## src/rtl/led_sequencer.sv

```systemverilog
// led_sequencer: boot fill animation, LED7 heartbeat and timed host byte display on the 8-LED bank
module led_sequencer #(
  parameter int STEP_TICKS      = 1_200_000,
  parameter int HOLD_TICKS      = 6_000_000,
  parameter int HEARTBEAT_TICKS = 6_000_000
) (
  input  logic       clock,
  input  logic       reset_n,
  input  logic       host_valid,
  input  logic [7:0] host_data,
  output logic       host_ready,
  input  logic       replay,
  output logic [7:0] leds,
  output logic [1:0] state
);
  localparam int MAX_SH = STEP_TICKS > HOLD_TICKS ? STEP_TICKS : HOLD_TICKS;
  localparam int MAX_T  = MAX_SH > HEARTBEAT_TICKS ? MAX_SH : HEARTBEAT_TICKS;
  localparam int W      = MAX_T > 1 ? $clog2(MAX_T) : 1;
  typedef enum logic [1:0] {ANIM = 2'd0, IDLE = 2'd1, SHOW = 2'd2} state_e;
  state_e       state_q, state_d;
  logic [7:0]   leds_q, leds_d;
  logic [W-1:0] cnt_q, cnt_d, last;
  logic         ev, xfer;
  always_ff @(posedge clock) begin
    if (!reset_n) begin
      state_q <= ANIM;
      leds_q  <= 8'h00;
      cnt_q   <= '0;
    end else begin
      state_q <= state_d;
      leds_q  <= leds_d;
      cnt_q   <= cnt_d;
    end
  end
  // replay outranks a transfer, and a transfer outranks any same-edge timer event
  always_comb begin
    last    = state_q == ANIM ? W'(STEP_TICKS - 1)
            : state_q == IDLE ? W'(HEARTBEAT_TICKS - 1) : W'(HOLD_TICKS - 1);
    ev      = cnt_q == last;
    xfer    = host_valid && host_ready;
    state_d = state_q;
    leds_d  = leds_q;
    cnt_d   = ev ? '0 : cnt_q + W'(1);
    if (replay && state_q != ANIM) begin
      state_d = ANIM;
      leds_d  = 8'h00;
      cnt_d   = '0;
    end else if (xfer) begin
      state_d = SHOW;
      leds_d  = host_data;
      cnt_d   = '0;
    end else if (ev) begin
      if (state_q == ANIM) begin
        state_d = leds_q == 8'hFF ? IDLE : ANIM;
        leds_d  = leds_q == 8'hFF ? 8'h00 : {leds_q[6:0], 1'b1};
      end else if (state_q == IDLE) begin
        leds_d  = {~leds_q[7], 7'h00};
      end else begin
        state_d = IDLE;
        leds_d  = 8'h00;
      end
    end
  end
  always_comb begin
    host_ready = state_q != ANIM && !replay;
    leds       = leds_q;
    state      = state_q;
  end
endmodule

```

## config.mk

```make
export PLATFORM = sky130hd
export DESIGN_NAME = led_sequencer
export DESIGN_NICKNAME = d
export VERILOG_FILES = /design/src/rtl/led_sequencer.sv
export SDC_FILE = /design/constraint.sdc
export NUM_CORES = 1
export LEC_CHECK = 0
export CORE_MARGIN = 5
export CORE_UTILIZATION = 48
export DETAILED_ROUTE_END_ITERATION = 6
export PLACE_DENSITY = 0.79
export SETUP_SLACK_MARGIN = 0.1
export SYNTH_ARGS = -nofsm -noshare
export SYNTH_HDL_FRONTEND = slang
export SYNTH_SLANG_ARGS = --single-unit
```

## constraint.sdc

```tcl
create_clock -name clock -period 1.8 [get_ports clock]
set_input_delay 0.18 -clock clock [delete_from_list [all_inputs] [get_ports clock]]
set_output_delay 0.18 -clock clock [all_outputs]
set_load 0.02 [all_outputs]
```

== Yosys cells after proc, flatten, opt, wreduce, memory -nomap -nowiden ==
Index checks and enable logic that the tools add are counted.

* Word-level logic and storage cells: 35
* Bits in registers: 33
* Input port bits: 12

* Bitwise operators: 2
* Reduce and logical (&&, ||, !) cells: 12
* Equal/unequal tests: 5
* Multiplexer cells: 11
* Add/sub/neg operators: 1

{| class="wikitable"
|+ Operators with widths
! cell !! number
|-
| two-way mux 8 bit || 5
|-
| adder 23 x 1 -> 23 bit, second input constant || 1
|-
| equality test 23 bit || 1
|-
| two-way mux 23 bit || 1
|-
| equality test 8 bit, second input constant || 1
|-
| two-way mux 2 bit || 4
|-
| AND reduction 2 bit || 2
|-
| nonzero test 2 bit || 2
|-
| OR reduction 4 bit || 1
|-
| logical AND 1 bit || 3
|-
| inequality test 3 bit, second input constant || 1
|-
| OR reduction 3 bit || 1
|-
| equality test 2 x 1 -> 1 bit, second input constant || 1
|-
| zero test 2 bit || 1
|-
| inequality test 2 bit, second input constant || 1
|-
| inverter 1 bit || 2
|-
| OR reduction 2 bit || 1
|-
| zero test 1 bit || 1
|-
| two-way mux 1 bit || 1
|}

== Logic depth before layout (Yosys ltp) ==
Gate-level depths: netlist of the first run.

* Word-level depth: 5
* Mapped depth: 7
* Mapped depth without buffers: 6

== Worst setup path after synthesis of the first run ==
Ideal clock, no wire load.

* Kind: flip-flop to flip-flop
* Start: reg cnt_q[21]
* End: reg cnt_q[5]
* Library setup time: 115 ps
* Stages on the path, launching flop included: 7
* Arrival time: 1573 ps
* Setup slack: 113 ps
* Required time: 1685 ps
* Path buffers: 1
* Path through: dfxtp_1 > or4_1 > nor4_2 > o21ai_2 > nand2b_2 > buf_4 > nor2_1

* Word-level cells in the longest chain between the ends: 2

{| class="wikitable"
|+ Ends and longest elaborated chain
! what !! RTL line !! text
|-
| start: declaration || 22 || <nowiki>logic [W-1:0] cnt_q, cnt_d, last;</nowiki>
|-
| start signal: assignment || 32 || <nowiki>cnt_q <= cnt_d;</nowiki>
|-
| equality test 23 bit || 39 || <nowiki>ev = cnt_q == last;</nowiki>
|-
| OR reduction 4 bit (no source line) || -- ||
|}

Every way passes these cells.
A chain may end at the register's enable or synchronous reset.

== Worst setup path in the final report of the first run ==
* Start: reg cnt_q[21]
* End: reg leds_q[7] (netlist: leds[7])

* Word-level cells in the longest chain between the ends: 2

{| class="wikitable"
|+ Ends and longest elaborated chain
! what !! RTL line !! text
|-
| equality test 23 bit || 39 ||
|-
| nonzero test 2 bit (no source line) || -- ||
|-
| end signal: assignment || 31 || <nowiki>leds_q <= leds_d;</nowiki>
|-
| end: declaration || 21 || <nowiki>logic [7:0] leds_q, leds_d;</nowiki>
|}

Every way passes these cells.

==> impl_metrics.sql, run 1 <==
INSERT INTO impl_metrics (metric_group, metric, value, unit) VALUES
('route', 'routed-via-count', '1390', ''),
('sta', 'finalCritPeriodShare', '0.926', ''),
('final_layout', 'finish.net_count', '232', ''),
('min_path', 'timing.hold.worst.class', 'flop to flop', ''),
('logic_synthesis', 'ys_warn_count', '0', ''),
('worst_setup_path', 'worst_ep_arrival_time', '1940', 'ps'),
('final_layout', 'layout_cells_sized_above_1', '0.127', ''),
('global_routing', 'maximum_number_of_pins_on_one_net_before_global_route_repair', '24', ''),
('clocking', 'numCtsBuffers', '5', ''),
('floorplanning', 'top_level_ports', '23', ''),
('clocking', 'clock_latency', '340', 'ps'),
('run', 'drv_cap', '0', ''),
('logic_synthesis', 'synth_top_area_cell', 'sky130_fd_sc_hd__dfxtp_1', ''),
('placed_design', 'dp_cells', '255', ''),
('logic_synthesis', 'synth.top_cell.area_share', '0.416', ''),
('route', 'post_route_antenna_net_violation_count', '0', ''),
('logic_synthesis', 'yosys-top-cells-area', 'sky130_fd_sc_hd__dfxtp_1 (42%), sky130_fd_sc_hd__nor2_1 (8.5%), sky130_fd_sc_hd__xor2_1 (8.3%)', ''),
('worst_setup_path', 'crit_required', '2070', 'ps'),
('logic_synthesis', 'synthesis.instances', '187', ''),
('route', 'detailedRoute.firstPassIterationCount', '4', ''),
('worst_setup_path', 'worst_setup_path_end_kind', 'flop', ''),
('final_layout', 'fin_area', '2010', 'µm²'),
('worst_setup_path', 'crit_path_start_kind', 'flop', ''),
('global_routing', 'number_of_antenna_violations_at_the_first_check_in_global_routing', '0', ''),
('global_routing', 'grt_first_pass_wirelength', '5730', 'µm'),
('placed_design', 'post_dp_cell_area', '1900', 'µm²'),
('sta', 'report.final.slew_viol_count', '0', ''),
('sta', 'worstMarginPinSlew', '552', 'ps'),
('clocking', 'register_clock_pin_slew_on_the_reported_worst_setup_and_hold_paths', '100', 'ps'),
('sta', 'finalSetupViolations', '0', ''),
('final_layout', 'instances_no_fill', '264', ''),
('placed_design', 'io_buffers', '22', ''),
('global_routing', 'globalRouteOverflowTotal', '0', ''),
('clocking', 'maximum_level_of_the_cts_h_tree', '2', ''),
('final_layout', 'antenna_cells', '0', ''),
('placed_design', 'detailed_place_hpwl', '2370', 'µm'),
('sta', 'finClkSkew', '8.59', 'ps'),
('sta', 'timing.final.hold_violations', '0', ''),
('power_and_ir_drop', 'ir_worst_vdd', '458', 'µV'),
('sta', 'setup-tns-final', '0', 'ps'),
('sta', 'finalHoldWorstSlack', '439', 'ps'),
('logic_synthesis', 'share_of_synthesized_area_occupied_by_flip_flops_and_latches', '0.416', ''),
('route', 'drt-initial-drc-count', '94', ''),
('floorplanning', 'core', '3100', 'µm²'),
('floorplanning', 'row_count', '20', ''),
('logic_synthesis', 'synth_enable_flop_cells', '0', ''),
('logic_synthesis', 'post_synthesis_net_count', '200', ''),
('outcome', 'status', 'finished, final reports clean', ''),
('sta', 'final.min_clock_period', '1670', 'ps'),
('clocking', 'clockRootBuffer', 'sky130_fd_sc_hd__clkbuf_4', ''),
('logic_synthesis', 'share_of_synthesized_flip_flops_with_an_asynchronous_set_or_reset', '0', ''),
('sta', 'unrepaired_setup_endpoints_after_global_routing', 'true', ''),
('floorplanning', 'die_h', '67.5', 'µm'),
('power_and_ir_drop', 'p_total', '1.21', 'mW'),
('global_routing', 'first_global_vias', '1274', ''),
('clocking', 'cts.hold.buffers_added', '0', ''),
('floorplanning', 'die-area', '4550', 'µm²'),
('clocking', 'cts_buffer_depth', '2', ''),
('power_and_ir_drop', 'power.density_cell_area', '603', 'nW/µm²'),
('logic_synthesis', 'yosys_most_used_dff', 'sky130_fd_sc_hd__dfxtp_1', ''),
('logic_synthesis', 'synth_common_cells', 'sky130_fd_sc_hd__nor2_1 (36), sky130_fd_sc_hd__dfxtp_1 (33), sky130_fd_sc_hd__nand2_1 (24)', ''),
('power_and_ir_drop', 'total_leakage_power', '0.702', 'nW'),
('logic_synthesis', 'yosysUniqueCellTypes', '35', ''),
('placed_design', 'routabilityCongestion', '0.834', ''),
('floorplanning', 'initial_utilization', '0.511', ''),
('route', 'drcViolationCount', '0', ''),
('clocking', 'cts.sinks', '33', ''),
('logic_synthesis', 'yosys_register_bits', '33', ''),
('global_routing', 'globalRouteTotalUtil', '0.168', ''),
('sta', 'max_clock_freq', '0.600', 'GHz'),
('route', 'routed_via_density', '5.27', '');
==> layout by cell type (no fill, tap or decap), types with 2 or more instances in the layout <==
cell	netlist	layout
sky130_fd_sc_hd__nor2_1	36	36
sky130_fd_sc_hd__nor3_1	2	2
sky130_fd_sc_hd__nand3_1	11	11
sky130_fd_sc_hd__xor2_1	15	15
sky130_fd_sc_hd__nand2_1	24	24
sky130_fd_sc_hd__and3_1	2	2
sky130_fd_sc_hd__clkbuf_4	0	5
sky130_fd_sc_hd__clkdlybuf4s50_1	0	21
sky130_fd_sc_hd__buf_4	2	8
sky130_fd_sc_hd__o21a_1	2	2
sky130_fd_sc_hd__dfxtp_2	0	2
sky130_fd_sc_hd__dfxtp_1	33	31
sky130_fd_sc_hd__inv_1	4	4
sky130_fd_sc_hd__nand4_1	11	11
sky130_fd_sc_hd__clkbuf_1	4	3
sky130_fd_sc_hd__mux2i_1	9	9
sky130_fd_sc_hd__xnor2_1	6	6
sky130_fd_sc_hd__a22o_1	6	6
==> path summary, 6_finish.rpt <==
check | startpoint | end | slack [ps] | cells after the start
worst min register to register | cnt_q[0]$_SDFF_PP0_ | cnt_q[0]$_SDFF_PP0_ | 440 | 1
worst min-delay path | cnt_q[0]$_SDFF_PP0_ | cnt_q[0]$_SDFF_PP0_ | 440 | 1
worst max-delay path | cnt_q[21]$_SDFF_PP0_ | leds[7]$_SDFFE_PP0P_ | 130 | 5
worst max register to register | cnt_q[21]$_SDFF_PP0_ | leds[7]$_SDFFE_PP0P_ | 130 | 5
==> sequential cells by signal (all words and copies together), names as in the netlist <==
name / cells
cnt_q: 23
state: 2
leds: 8
==> routing by layer <==
layer  GRT usage  vias to the layer above  part of all wire
met3      0.0599                        4             0.068
met1       0.213                      640              0.47
li1            -                      705                 -
met4      0.0810                        0             0.011
met5           0                        -                 0
met2       0.252                       41              0.45
==> cell type report <==
| cell class | instances | area, µm² |
|---|---|---|
| inverters | 4 | 15.0 |
| multi-input cells | 144 | 922 |
| clock buffers | 8 | 48.8 |
| fillers | 289 | 1100 |
| flip-flops and latches | 33 | 663 |
| repair buffers | 31 | 303 |
| well taps | 44 | 55.1 |
==> power breakdown <==
part           switching, mW  internal (mW)
Clock                  0.247          0.156
Combinational         0.0273         0.0370
Sequential           0.00661          0.736
Total                  0.281          0.929
==> per-stage QoR <==
step                utilization  setup WS, ps
floorplan                     -           113
global placement          0.614          9.07
detailed placement        0.614         -22.0
CTS                       0.633          43.5
global route              0.647          24.7
finish                    0.647           133
==> cell families (layout without fill, tap and decap cells) <==
family,count (synthesis),in the layout,synth area share
simple gates,98,98,0.295
flops,33,33,0.416
xor+xnor,21,21,0.116
compound gates,15,15,0.0797
buf+inv,10,43,0.0284
mux,9,9,0.0568
fa+ha+maj,1,1,0.00789
==> what timing repair did <==
action	4_1_cts	5_1_grt
setup buffers	1	0
pin swaps	1	2
endpoints found under the hold margin	0	0
endpoints found under the setup margin	32	34
resized for setup	1	10
gates cloned	0	0
==> critical path, stage by stage, from the launching register on <==
cell	delay, ps
sky130_fd_sc_hd__dfxtp_2	330
sky130_fd_sc_hd__or4_4	550
sky130_fd_sc_hd__nor4_4	170
sky130_fd_sc_hd__o21ai_2	140
sky130_fd_sc_hd__o21ai_4	180
sky130_fd_sc_hd__mux2i_1	240
Note: power is estimated with default switching activity, not from simulation.
==> run 2: changes to the inputs <==
ABC_CLOCK_PERIOD_IN_PS = 1900   (was not set)
CORE_ASPECT_RATIO = 1.4   (was not set)
CORE_UTILIZATION = 53   (was 48)
PLACE_DENSITY = 0.82   (was 0.79)
clock period = 1.9 ns   (was 1.8 ns; I/O delays follow)
==> run 2 against run 1 <==
First-iteration DRC count decreased by 52%; clock skew about the same; setup slack improved by 56 ps; register-to-register slack gained 80 ps; cell count is 3.8% lower; total power grew 6.5%; count of clock-buffer cells in the layout shrank 1; worst hold slack improved by 27 ps; non-clock buffer count down 2; largest power group unchanged.
==> impl_metrics.sql, run 2 (synthesized netlist as in run 1, its figures left out) <==
INSERT INTO impl_metrics (metric_group, metric, value, unit) VALUES
('clocking', 'clock_latency', '280', 'ps'),
('worst_setup_path', 'crit_path_start_kind', 'flop', ''),
('placed_design', 'io_buffers', '22', ''),
('power_and_ir_drop', 'ir_worst_vdd', '656', 'µV'),
('clocking', 'cts_buffer_depth', '2', ''),
('clocking', 'numCtsBuffers', '5', ''),
('sta', 'finalCritPeriodShare', '0.901', ''),
('route', 'drcViolationCount', '0', ''),
('placed_design', 'detailed_place_hpwl', '2710', 'µm'),
('sta', 'slew_headroom', '0.655', ''),
('sta', 'setup-tns-final', '0', 'ps'),
('worst_setup_path', 'critPathMaxStageDelay', '610', 'ps'),
('global_routing', 'first_global_vias', '1432', ''),
('worst_setup_path', 'worst_setup_path_end_kind', 'output pin', ''),
('final_layout', 'finish.net_count', '230', ''),
('floorplanning', 'chipWidth', '56.2', 'µm'),
('min_path', 'timing.hold.worst.class', 'flop to flop', ''),
('global_routing', 'number_of_antenna_violations_at_the_first_check_in_global_routing', '0', ''),
('worst_setup_path', 'worst_ep_arrival_time', '1520', 'ps'),
('clocking', 'register_clock_pin_slew_on_the_reported_worst_setup_and_hold_paths', '70', 'ps'),
('sta', 'finalSetupViolations', '0', ''),
('final_layout', 'layout_cells_sized_above_1', '0.0968', ''),
('clocking', 'maximum_level_of_the_cts_h_tree', '2', ''),
('sta', 'timing.final.hold_violations', '0', ''),
('power_and_ir_drop', 'p_total', '1.29', 'mW'),
('power_and_ir_drop', 'power.density_cell_area', '649', 'nW/µm²'),
('route', 'routed-via-count', '1425', ''),
('floorplanning', 'core', '2880', 'µm²'),
('sta', 'finalHoldWorstSlack', '466', 'ps'),
('sta', 'unrepaired_setup_endpoints_after_global_routing', 'false', ''),
('route', 'routed_via_density', '5.61', ''),
('global_routing', 'maximum_number_of_pins_on_one_net_before_global_route_repair', '24', ''),
('power_and_ir_drop', 'share_comb_of_total_power', '0.049', ''),
('route', 'detailedRoute.firstPassIterationCount', '4', ''),
('placed_design', 'post_dp_cell_area', '1880', 'µm²'),
('route', 'post_route_antenna_net_violation_count', '0', ''),
('final_layout', 'largest_reg_flops', '23', ''),
('clocking', 'cts.hold.buffers_added', '0', ''),
('sta', 'max_clock_freq', '0.584', 'GHz'),
('floorplanning', 'initial_utilization', '0.551', ''),
('power_and_ir_drop', 'total_leakage_power', '0.674', 'nW'),
('power_and_ir_drop', 'seq_power_share', '0.547', ''),
('power_and_ir_drop', 'power.clock.fraction', '0.404', ''),
('sta', 'report.final.slew_viol_count', '0', ''),
('clocking', 'clockRootBuffer', 'sky130_fd_sc_hd__clkbuf_8', ''),
('floorplanning', 'die_h', '74.7', 'µm'),
('final_layout', 'antenna_cells', '0', ''),
('worst_setup_path', 'cp_max_fo', '9', ''),
('global_routing', 'globalRouteOverflowTotal', '0', ''),
('route', 'drt-initial-drc-count', '45', ''),
('sta', 'finClkSkew', '8.37', 'ps'),
('final_layout', 'layout.cells.most_common', 'sky130_fd_sc_hd__nor2_1', ''),
('final_layout', 'register_with_the_highest_flop_count', 'cnt_q', ''),
('worst_setup_path', 'crit_required', '1710', 'ps'),
('placed_design', 'preCtsSetupSlack', '69.9', 'ps'),
('run', 'drv_cap', '0', ''),
('sta', 'final.min_clock_period', '1710', 'ps'),
('global_routing', 'globalRouteTotalUtil', '0.196', ''),
('clocking', 'cts.sinks', '33', ''),
('power_and_ir_drop', 'power_switching_share', '0.208', ''),
('clocking', 'tritoncts_clock_tree', 'yes', ''),
('worst_setup_path', 'worst-setup-path-type', 'flop to output pin', ''),
('power_and_ir_drop', 'intPower', '1.02', 'mW'),
('global_routing', 'grt_first_pass_wirelength', '6380', 'µm'),
('sta', 'worstMarginPinSlew', '517', 'ps'),
('floorplanning', 'die-area', '4200', 'µm²'),
('floorplanning', 'row_count', '23', ''),
('sta', 'final.setup.worst_slack', '189', 'ps'),
('worst_setup_path', 'critical_path.cell_chain', 'nor2_4 > nor2_1 > clkdlybuf4s50_1', ''),
('floorplanning', 'top_level_ports', '23', ''),
('route', 'wl_per_cell', '14.3', 'µm'),
('final_layout', 'area_growth_syn_to_layout', '25.0', '%'),
('final_layout', 'fin_area', '1980', 'µm²'),
('worst_setup_path', 'critPathSlowestCell', 'sky130_fd_sc_hd__clkdlybuf4s50_1', ''),
('power_and_ir_drop', 'netSwitchingPower', '0.267', 'mW'),
('outcome', 'status', 'finished, final reports clean', ''),
('placed_design', 'routabilityCongestion', '0.885', ''),
('final_layout', 'layout_common_cells', 'sky130_fd_sc_hd__nor2_1 (36), sky130_fd_sc_hd__dfxtp_1 (33), sky130_fd_sc_hd__nand2_1 (24)', ''),
('route', 'routed_wl', '3630', 'µm');
## run 2: cell type report
| type | count | area [µm²] |
|---|---|---|
| Fill cell | 248 | 895 |
| Multi-Input combinational cell | 144 | 890 |
| Sequential cell | 33 | 661 |
| Timing Repair Buffer | 29 | 285 |
| Clock buffer | 7 | 86.3 |
| Tap cell | 37 | 46.3 |
| Inverter | 4 | 15.0 |
## run 2: power groups by stage
stage	Clock (mW)	Sequential, mW	Combinational, mW
floorplan	0	0.716	0.0315
global placement	0	0.719	0.0610
detailed placement	0	0.720	0.0625
CTS	0.534	0.704	0.0634
global route	0.577	0.704	0.0698
finish	0.521	0.704	0.0631
## run 2: layer usage
metal	up-vias	wire length, µm	global-route usage
met5	-	0	0
met1	670	1360	0.184
met2	44	1980	0.391
li1	700	-	-
met3	11	201	0.0635
met4	0	87	0.0765
## run 2: repair_timing
item	in CTS	in global routing
endpoints found under the setup margin	31	5
buffers inserted	1	0
resized for setup	0	2
pin swaps	1	0
## run 2: worst max-delay path, delay by kind of cell (launching register included)
| kind | cells | cell delay [ps] |
|---|---|---|
| simple gates | 2 | 200 |
| buf+inv | 1 | 610 |
| flops | 1 | 430 |
## run 2: final timing paths
kind,start,to,slack (ps),cells past startpoint
setup reg to reg,cnt_q[21]$_SDFF_PP0_,leds[3]$_SDFFE_PP0P_,210,5
setup / recovery,state[1]$_SDFFE_PP0P_,host_ready,190,3
hold / removal,cnt_q[0]$_SDFF_PP0_,cnt_q[0]$_SDFF_PP0_,470,1
hold reg to reg,cnt_q[0]$_SDFF_PP0_,cnt_q[0]$_SDFF_PP0_,470,1
## run 2: metrics by stage
stage          utilization  std cells
2_1_floorplan            -        187
3_3_place_gp         0.653        246
3_5_place_dp         0.653        246
4_1_cts              0.686        254
5_1_grt              0.689        254
6_report             0.689        254
==> edit (config.mk and constraints of run 1) <==
The parameter `HEARTBEAT_TICKS` goes from 6_000_000 to 1_500_000.
--- a/src/rtl/led_sequencer.sv
+++ b/src/rtl/led_sequencer.sv
@@ -3,5 +3,5 @@
   parameter int STEP_TICKS      = 1_200_000,
   parameter int HOLD_TICKS      = 6_000_000,
-  parameter int HEARTBEAT_TICKS = 6_000_000
+  parameter int HEARTBEAT_TICKS = 1_500_000
 ) (
   input  logic       clock,
Function: no difference found for any inputs over 10 cycles, from zero or initial values; that may be too few to reach the edited logic, so the function may still have changed.
==> edit against run 1 <==
The run now ends with setup timing left; sequential power decreased by 0.5%; worst setup slack got worse by 0.14 ns; sequential share of layout area decreased by 3.1 points; utilization increased by 1.4 points; area after synthesis increased by 5.3%; wire length increased by 13%; total power increased by 0.80%; sequential cell count unchanged; design area increased by 11%; worst hold slack improved by 0.064 ns; critical path type unchanged; critical endpoint is now leds[4]; largest power group unchanged.
==> edit: results <==
metrics = {
    "synthesis": {
        "ys_seq_area_share_pct": 39.6,
        "yosys_warnings": 0,
        "synth_cell_types": 44,
        "synth_ff_type": "dfxtp_1",
        "synth_area_leaders": "dfxtp_1 (40%), xnor2_1 (10%), nor2_1 (7.4%), o31a_1 (4.2%), o21a_1 (4.0%)",
        "synth_commonest_cells": "dfxtp_1 (33), nor2_1 (33), xnor2_1 (19), nor3_1 (9), o21a_1 (9)",
    },
    "global_route": {
        "grt_pass1_wl_um": 6070,
        "grt_pass1_vias": 1353,
        "grtUsageTotal_pct": 17.3,
        "grt_max_degree": 24,
    },
    "place": {
        "hpwlAfterDp_um": 2680,
        "place_area_um2": 2100,
        "gp_congestion": 0.751,
        "place_ws_ns": -0.0146,
    },
    "outcome": {
        "outcome": "complete, but fails checks",
        "violations": "setup timing",
    },
    "critical_path": {
        "crit_arrival_ns": 2.04,
        "cp_max_fo": 9,
    },
    "drt": {
        "finalWirelength_um": 3860,
        "route.vias.total": 1479,
        "drt_iter0_markers": 111,
    },
    "sta": {
        "clock_skew_ns": 0.0108,
        "finalSetupViolCount": 1,
        "setup_ws_ns": -0.00298,
        "worst_pin_slew_ns": 0.479,
        "tns_ns": -0.00298,
    },
    "cells_and_area": {
        "fin_nets": 245,
        "num-fill-cells": 305,
        "layout-drive-gt1-share_pct": 18.9,
    },
    "clock_tree": {
        "cts_made_buffers": 5,
        "cts_buffer_depth": 2,
        "root_buffer": "clkbuf_4",
    },
    "min_path": {
        "hold_path.class": "in -> reg",
    },
    "pwr": {
        "vdd_drop_max_mv": 0.443,
        "leakagePower_nw": 0.747,
    },
}
-- edit: power by group --
part | leakage, nW | internal [W] | switching, W | total [W]
Combinational | 0.450 | 0.0000520 | 0.0000291 | 0.0000811
Sequential | 0.268 | 0.000734 | 0.00000432 | 0.000739
Clock | 0.0298 | 0.000155 | 0.000244 | 0.000399
-- edit: cell type report --
cell class | count | area (µm²) | share of cell area (%)
multi-input combinational | 140 | 1000 | 45.0
sequential | 33 | 666 | 30.0
timing repair buffer | 44 | 418 | 18.8
tap | 46 | 57.6 | 2.59
clock buffer | 7 | 45.0 | 2.03
inverter | 8 | 30.0 | 1.35
clock inverter | 1 | 6.26 | 0.282
-- edit: kinds of logic after synthesis --
family	count (synthesis)	share of synthesized area (%)
compound gates	35	18.1
xor+xnor	21	11.0
fa+ha+maj	1	0.749
buf+inv	14	4.04
flops	33	39.6
mux	2	1.20
simple gates	81	25.3
-- edit: per-layer routing --
| layer | vias to the layer above | part of all wire, % | wire length, µm | global-route usage, % |
|---|---|---|---|---|
| met5 | - | 0 | 0 | 0 |
| met4 | 0 | 2.0 | 76 | 8.03 |
| met3 | 6 | 3.1 | 120 | 4.86 |
| met2 | 23 | 49 | 1880 | 27.1 |
| met1 | 699 | 46 | 1780 | 21.9 |
| li1 | 751 | - | - | - |
-- edit: path summary, 6_finish.rpt --
path	from	endpoint	slack [ns]	depth (start not counted)
worst max register to register	state[0]	leds[4]	-0.003	5
worst max-delay path	state[0]	leds[4]	-0.003	5
worst min-delay path	reset_n	state[0]	0.50	3
worst min register to register	cnt_q[0]	cnt_q[0]	0.53	2
-- edit: worst max-delay path: stages, from the launching register on --
cell and delay [ns]:
dfxtp_2 0.33, or3_4 0.39, a2111oi_4 0.40, o32ai_4 0.21, o31a_1 0.28, o21a_1 0.11
-- edit: repair_timing --
| action | 4_1_cts | 5_1_grt |
|---|---|---|
| setup endpoints to repair | 32 | 35 |
| endpoints found under the hold margin | 0 | 0 |
| pin swaps | 0 | 1 |
| buffers inserted | 0 | 1 |
| gates resized for setup | 2 | 10 |
| cloned | 0 | 1 |
-- edit: through the flow --
stage | instances | util [%] | total power [W]
floorplan | 187 | - | 0.000791
global placement | 269 | 62.4 | 0.000827
detailed placement | 269 | 62.4 | 0.000829
CTS | 277 | 63.9 | 0.00123
global route | 279 | 66.1 | 0.00129
finish | 279 | 66.1 | 0.00122
